===== config.mk =====
export PLATFORM = sky130hd
export DESIGN_NAME = mult_div_unit
export DESIGN_NICKNAME = d
export VERILOG_FILES = /design/src/rtl/mult_div_unit.sv
export SDC_FILE = /design/constraint.sdc
export NUM_CORES = 2
export LEC_CHECK = 0
export CAP_MARGIN = 20
export CORE_MARGIN = 4
export CORE_UTILIZATION = 24
export DETAILED_ROUTE_END_ITERATION = 10
export HOLD_SLACK_MARGIN = 0.06
export SYNTH_ARGS = -nofsm -noshare
export SYNTH_HDL_FRONTEND = slang
export SYNTH_SLANG_ARGS = --single-unit
export TNS_END_PERCENT = 5

===== constraint.sdc =====
create_clock -name clk -period 9.14 [get_ports clk]
set_clock_uncertainty 0.2 [all_clocks]
set_input_delay 1.828 -clock clk [delete_from_list [all_inputs] [get_ports clk]]
set_output_delay 1.828 -clock clk [all_outputs]
set_load 0.03 [all_outputs]

===== src/rtl/mult_div_unit.sv =====
// ============================================================================
// Module      : mult_div_unit
// Description : Multi-cycle MIPS multiply/divide unit with HI/LO registers,
//               fixed-latency multiplier and 32-step restoring divider.
// Revision    : 1.0 - initial release
// ============================================================================
`default_nettype none

module mult_div_unit #(
    parameter int MUL_CYCLES = 4
) (
    input  logic        clk,
    input  logic        rst_n,
    input  logic        StartE,
    input  logic [2:0]  MduOpE,
    input  logic [31:0] SrcAE,
    input  logic [31:0] SrcBE,
    input  logic        FlushM,
    input  logic        MduUseD,
    output logic [31:0] HiOut,
    output logic [31:0] LoOut,
    output logic        Busy,
    output logic        MduStallD
);

    localparam logic [1:0] IDLE    = 2'd0;
    localparam logic [1:0] MUL     = 2'd1;
    localparam logic [1:0] DIV     = 2'd2;
    localparam logic [1:0] DIV_FIX = 2'd3;

    localparam logic [2:0] OP_MULT  = 3'b000;
    localparam logic [2:0] OP_MULTU = 3'b001;
    localparam logic [2:0] OP_DIV   = 3'b010;
    localparam logic [2:0] OP_DIVU  = 3'b011;
    localparam logic [2:0] OP_MTHI  = 3'b100;
    localparam logic [2:0] OP_MTLO  = 3'b101;

    localparam logic [4:0] MUL_LOAD = 5'(MUL_CYCLES - 1);

    logic [1:0]  state;
    logic [4:0]  counter;
    logic [31:0] hi, lo;
    logic [31:0] op_a;      // raw dividend / multiplicand
    logic [31:0] op_b;      // multiplier, or divisor magnitude
    logic        mul_signed;
    logic [31:0] quo, rem;
    logic        q_neg, r_neg;

    logic        accept;
    logic        is_signed_op;
    logic [31:0] abs_a, abs_b;
    logic [63:0] ext_a, ext_b, product;
    logic [32:0] partial, diff;

    assign accept       = StartE && !FlushM && (state == IDLE);
    assign is_signed_op = (MduOpE == OP_DIV);
    assign abs_a        = (is_signed_op && SrcAE[31]) ? -SrcAE : SrcAE;
    assign abs_b        = (is_signed_op && SrcBE[31]) ? -SrcBE : SrcBE;

    // Lower 64 bits of the extended product are correct for both signednesses.
    assign ext_a   = mul_signed ? {{32{op_a[31]}}, op_a} : {32'd0, op_a};
    assign ext_b   = mul_signed ? {{32{op_b[31]}}, op_b} : {32'd0, op_b};
    assign product = ext_a * ext_b;

    assign partial = {rem, quo[31]};
    assign diff    = partial - {1'b0, op_b};

    assign HiOut     = hi;
    assign LoOut     = lo;
    assign Busy      = (state != IDLE);
    assign MduStallD = MduUseD && (Busy || (StartE && !FlushM));

    always_ff @(posedge clk or negedge rst_n) begin
        if (!rst_n) begin
            state      <= IDLE;
            counter    <= 5'd0;
            hi         <= 32'd0;
            lo         <= 32'd0;
            op_a       <= 32'd0;
            op_b       <= 32'd0;
            mul_signed <= 1'b0;
            quo        <= 32'd0;
            rem        <= 32'd0;
            q_neg      <= 1'b0;
            r_neg      <= 1'b0;
        end else begin
            case (state)
                IDLE: begin
                    if (accept) begin
                        case (MduOpE)
                            OP_MULT, OP_MULTU: begin
                                op_a       <= SrcAE;
                                op_b       <= SrcBE;
                                mul_signed <= (MduOpE == OP_MULT);
                                counter    <= MUL_LOAD;
                                state      <= MUL;
                            end
                            OP_DIV, OP_DIVU: begin
                                op_a    <= SrcAE;
                                op_b    <= abs_b;
                                quo     <= abs_a;
                                rem     <= 32'd0;
                                q_neg   <= is_signed_op && (SrcAE[31] ^ SrcBE[31]);
                                r_neg   <= is_signed_op && SrcAE[31];
                                counter <= 5'd31;
                                state   <= DIV;
                            end
                            OP_MTHI: hi <= SrcAE;
                            OP_MTLO: lo <= SrcAE;
                            default: ;
                        endcase
                    end
                end
                MUL: begin
                    if (counter == 5'd0) begin
                        hi    <= product[63:32];
                        lo    <= product[31:0];
                        state <= IDLE;
                    end else begin
                        counter <= counter - 5'd1;
                    end
                end
                DIV: begin
                    // Restoring step: keep the subtraction only if it did not borrow.
                    if (!diff[32]) begin
                        rem <= diff[31:0];
                        quo <= {quo[30:0], 1'b1};
                    end else begin
                        rem <= partial[31:0];
                        quo <= {quo[30:0], 1'b0};
                    end
                    if (counter == 5'd0) begin
                        state <= DIV_FIX;
                    end else begin
                        counter <= counter - 5'd1;
                    end
                end
                DIV_FIX: begin
                    if (op_b == 32'd0) begin
                        lo <= 32'hFFFF_FFFF;
                        hi <= op_a;
                    end else begin
                        lo <= q_neg ? -quo : quo;
                        hi <= r_neg ? -rem : rem;
                    end
                    state <= IDLE;
                end
                default: state <= IDLE;
            endcase
        end
    end

endmodule

`default_nettype wire

==> results.json <==
{
  "areaGrowthSynthToFinish_pct": 16.9,
  "crit_cells": 30,
  "min_path_cells": 2,
  "arrival_ps": 9330,
  "chipWidth_um": 515,
  "synth_edf_count": 0,
  "dieArea_um2": 265000,
  "max_freq_ghz": 0.111,
  "rsz0062_at_grt": "yes",
  "cpMostUsedCell": "fa_1",
  "final_antenna_net_count": 0,
  "first_iter_violations": 3489,
  "detail_route.vias_per_cell": 4.56,
  "routabilityCongestion": 0.929,
  "path_max_fanout": 30,
  "tightest_slew_ps": 1070,
  "fin_ws_ps": 93.4,
  "syn-num-nets": 8627,
  "hp-class": "reg2reg",
  "yosys_warnings": 0,
  "antenna_found_initial": 19,
  "cp.required_ps": 9430,
  "hpwlAfterDp_mm": 174,
  "cpPeakStageDelay_ps": 650,
  "layout-drive-gt1-share_pct": 10.5,
  "maxSlewHeadroom_pct": 28.7,
  "crit_buf_inv": 8,
  "core_um2": 255000,
  "cts.reportedPaths.clkPinSlew_ps": 60,
  "htree_levels": 1,
  "final_nets": 8907,
  "die_height_um": 515,
  "synth_cells": 6785,
  "gr-total-overflow": 0,
  "cts_tree": "done",
  "grt_pass1_wl_mm": 325,
  "grt_start_max_net_pins": 113,
  "ys_seq_area_share_pct": 8.21,
  "end_kind": "flip-flop",
  "setup_viol": 0,
  "period_minus_slack_ps": 9050,
  "pin_count": 138,
  "drv_cap": 0,
  "num_vias": 47684,
  "cts_sinks": 202,
  "io_buffers": 137,
  "dr.pass1.iters": 6,
  "final_hold_viol_count": 0,
  "synth_cell_type_count": 88,
  "stdcell_count": 10460,
  "path_delay_family": "adder cells",
  "drc_errors": 0,
  "grt_pass1_vias": 52389,
  "dp_slack_ps": -871,
  "ys_async_sr_fraction_pct": 100,
  "syn_area_um2": 61600,
  "clk_latency_ps": 580,
  "holdWs_ps": 292,
  "initial_core_util_pct": 24.2,
  "clockBufferDepth": 3,
  "placed_cells": 10373,
  "status": "complete, no violations",
  "r2r_cells": 30,
  "wl_per_cell_um": 20.2,
  "fp-row-count": 185,
  "startpoint_type": "flip-flop",
  "syn_avg_cell_area_um2": 9.08,
  "grt_usage_pct": 16.0,
  "fin_crit_sh_pct": 99.0,
  "cts_buffers": 28,
  "criticalPathCategory": "reg2reg",
  "cts_root_buffer": "clkbuf_16",
  "synth_ff_type": "dfrtp_1",
  "wl_mm": 211,
  "cp_slowest_cell": "fa_2",
  "ys_ff_latch": 202,
  "maxSlewViolCount": 0
}
## worst min-delay path, cell delays in order, from the launching register on
cell     delay [ps]
dfrtp_1         350
nand2_1          50
o21ai_1          60
## worst paths after layout
path                            from        end  slack [ps]
max in group asynchronous      rst_n    rem[15]        6350
setup / recovery            op_a[10]  HiOut[30]          90
setup reg to reg            op_a[10]  HiOut[30]          90
hold reg to reg            HiOut[21]  HiOut[21]         290
hold / removal             HiOut[21]  HiOut[21]         290
min in group asynchronous      rst_n    op_b[5]        1120
## registers in the layout, summed over array words and instances, names as in the netlist, 2 cells and up
name / cells
op_b: 32
HiOut: 32
quo: 32
state: 2
rem: 32
LoOut: 32
counter: 5
op_a: 32
## cells in the final DEF, fill, tap and decap left out, types with 14 or more instances in the layout
cell type	synthesis	routed
buf_4	0	399
and2_1	582	575
nor3_1	26	24
fa_2	0	24
inv_2	0	15
clkdlybuf4s50_1	0	136
nor2b_1	19	16
mux2_2	33	33
mux2i_1	18	18
xor2_1	96	95
buf_12	0	67
ha_1	350	335
a21o_1	64	64
o211ai_1	16	16
a31oi_1	34	31
a211oi_1	17	14
nand3_1	35	33
o31ai_1	19	17
clkbuf_16	0	30
a221oi_1	22	20
or3_1	20	20
nor4_1	15	14
a21oi_2	2	14
nand2_1	759	746
nand2b_1	15	15
and3_1	39	34
nor2_1	221	216
o21ai_1	15	19
a21oi_1	215	202
o21ai_0	203	195
xnor2_1	163	158
fa_1	1420	1396
inv_1	1588	1572
dfrtp_1	202	199
## per-layer routing
layer	GRT usage [%]	vias to the layer above	routed length [um]	share of wire, %
li1	-	20820	-	-
met1	20.5	24732	86000	41
met2	26.9	1677	100000	47
met3	1.69	447	12300	5.8
met4	7.60	8	12500	5.9
met5	0	-	61	0.029
## stage by stage
stage	setup TNS, ps	util [%]	area [um2]
final	0	28.3	72000
after CTS	-29.1	27.9	71200
after global routing	-562	28.3	72000
after detailed placement	-3470	27.5	70000
after floorplan	0	-	61600
after global placement	-2860	27.5	70000
## Yosys cell counts, drive strengths merged (17+ instances only)
cell type	n	area [um2]
inv	1588	5960
fa	1420	28400
nand2	760	2860
and2	582	3640
ha	350	4380
clkbuf	345	1300
o21ai	222	1130
nor2	221	830
a21oi	217	1090
dfrtp	202	5050
xnor2	163	1430
xor2	96	841
a21o	64	480
and3	39	244
a31oi	36	238
nand3	36	185
mux2	33	372
nor3	26	130
a221oi	22	193
buf	21	105
o31ai	21	168
or3	21	136
a211oi	20	165
nor2b	19	119
mux2i	18	180
nor4	17	128
o211ai	17	133
## repair_timing
| item | CTS | global route |
|---|---|---|
| cloned | 0 | 1 |
| hold buffers | 0 | 0 |
| pin swaps | 3 | 99 |
| buffers inserted | 1 | 27 |
| setup endpoints to repair | 18 | 29 |
| resized for setup | 29 | 144 |
## final cells by class
cell class / instances / area [um2]
clock buffers: 36 / 782
flip-flops and latches: 202 / 5060
multi-input cells: 4629 / 49900
repair buffers: 616 / 5880
clock inverters: 14 / 200
fillers: 26898 / 183000
inverters: 1588 / 5960
well taps: 3366 / 4210
diodes: 9 / 22.5
## cells by family after synthesis
kind of cell               count (synthesis)  share of synthesized area (%)
buffers and inverters                   1954                           12.0
and+or+nand+nor                         1785                           14.2
adders and majority gates               1772                           53.3
AOI/OAI and AO/OA                        762                           7.81
xor gates and xnor gates                 259                           3.68
DFF                                      202                           8.21
muxes                                     51                          0.896
Power is not shown: default switching activity piles up to over one toggle a cycle in this logic, so the estimate is an artifact.
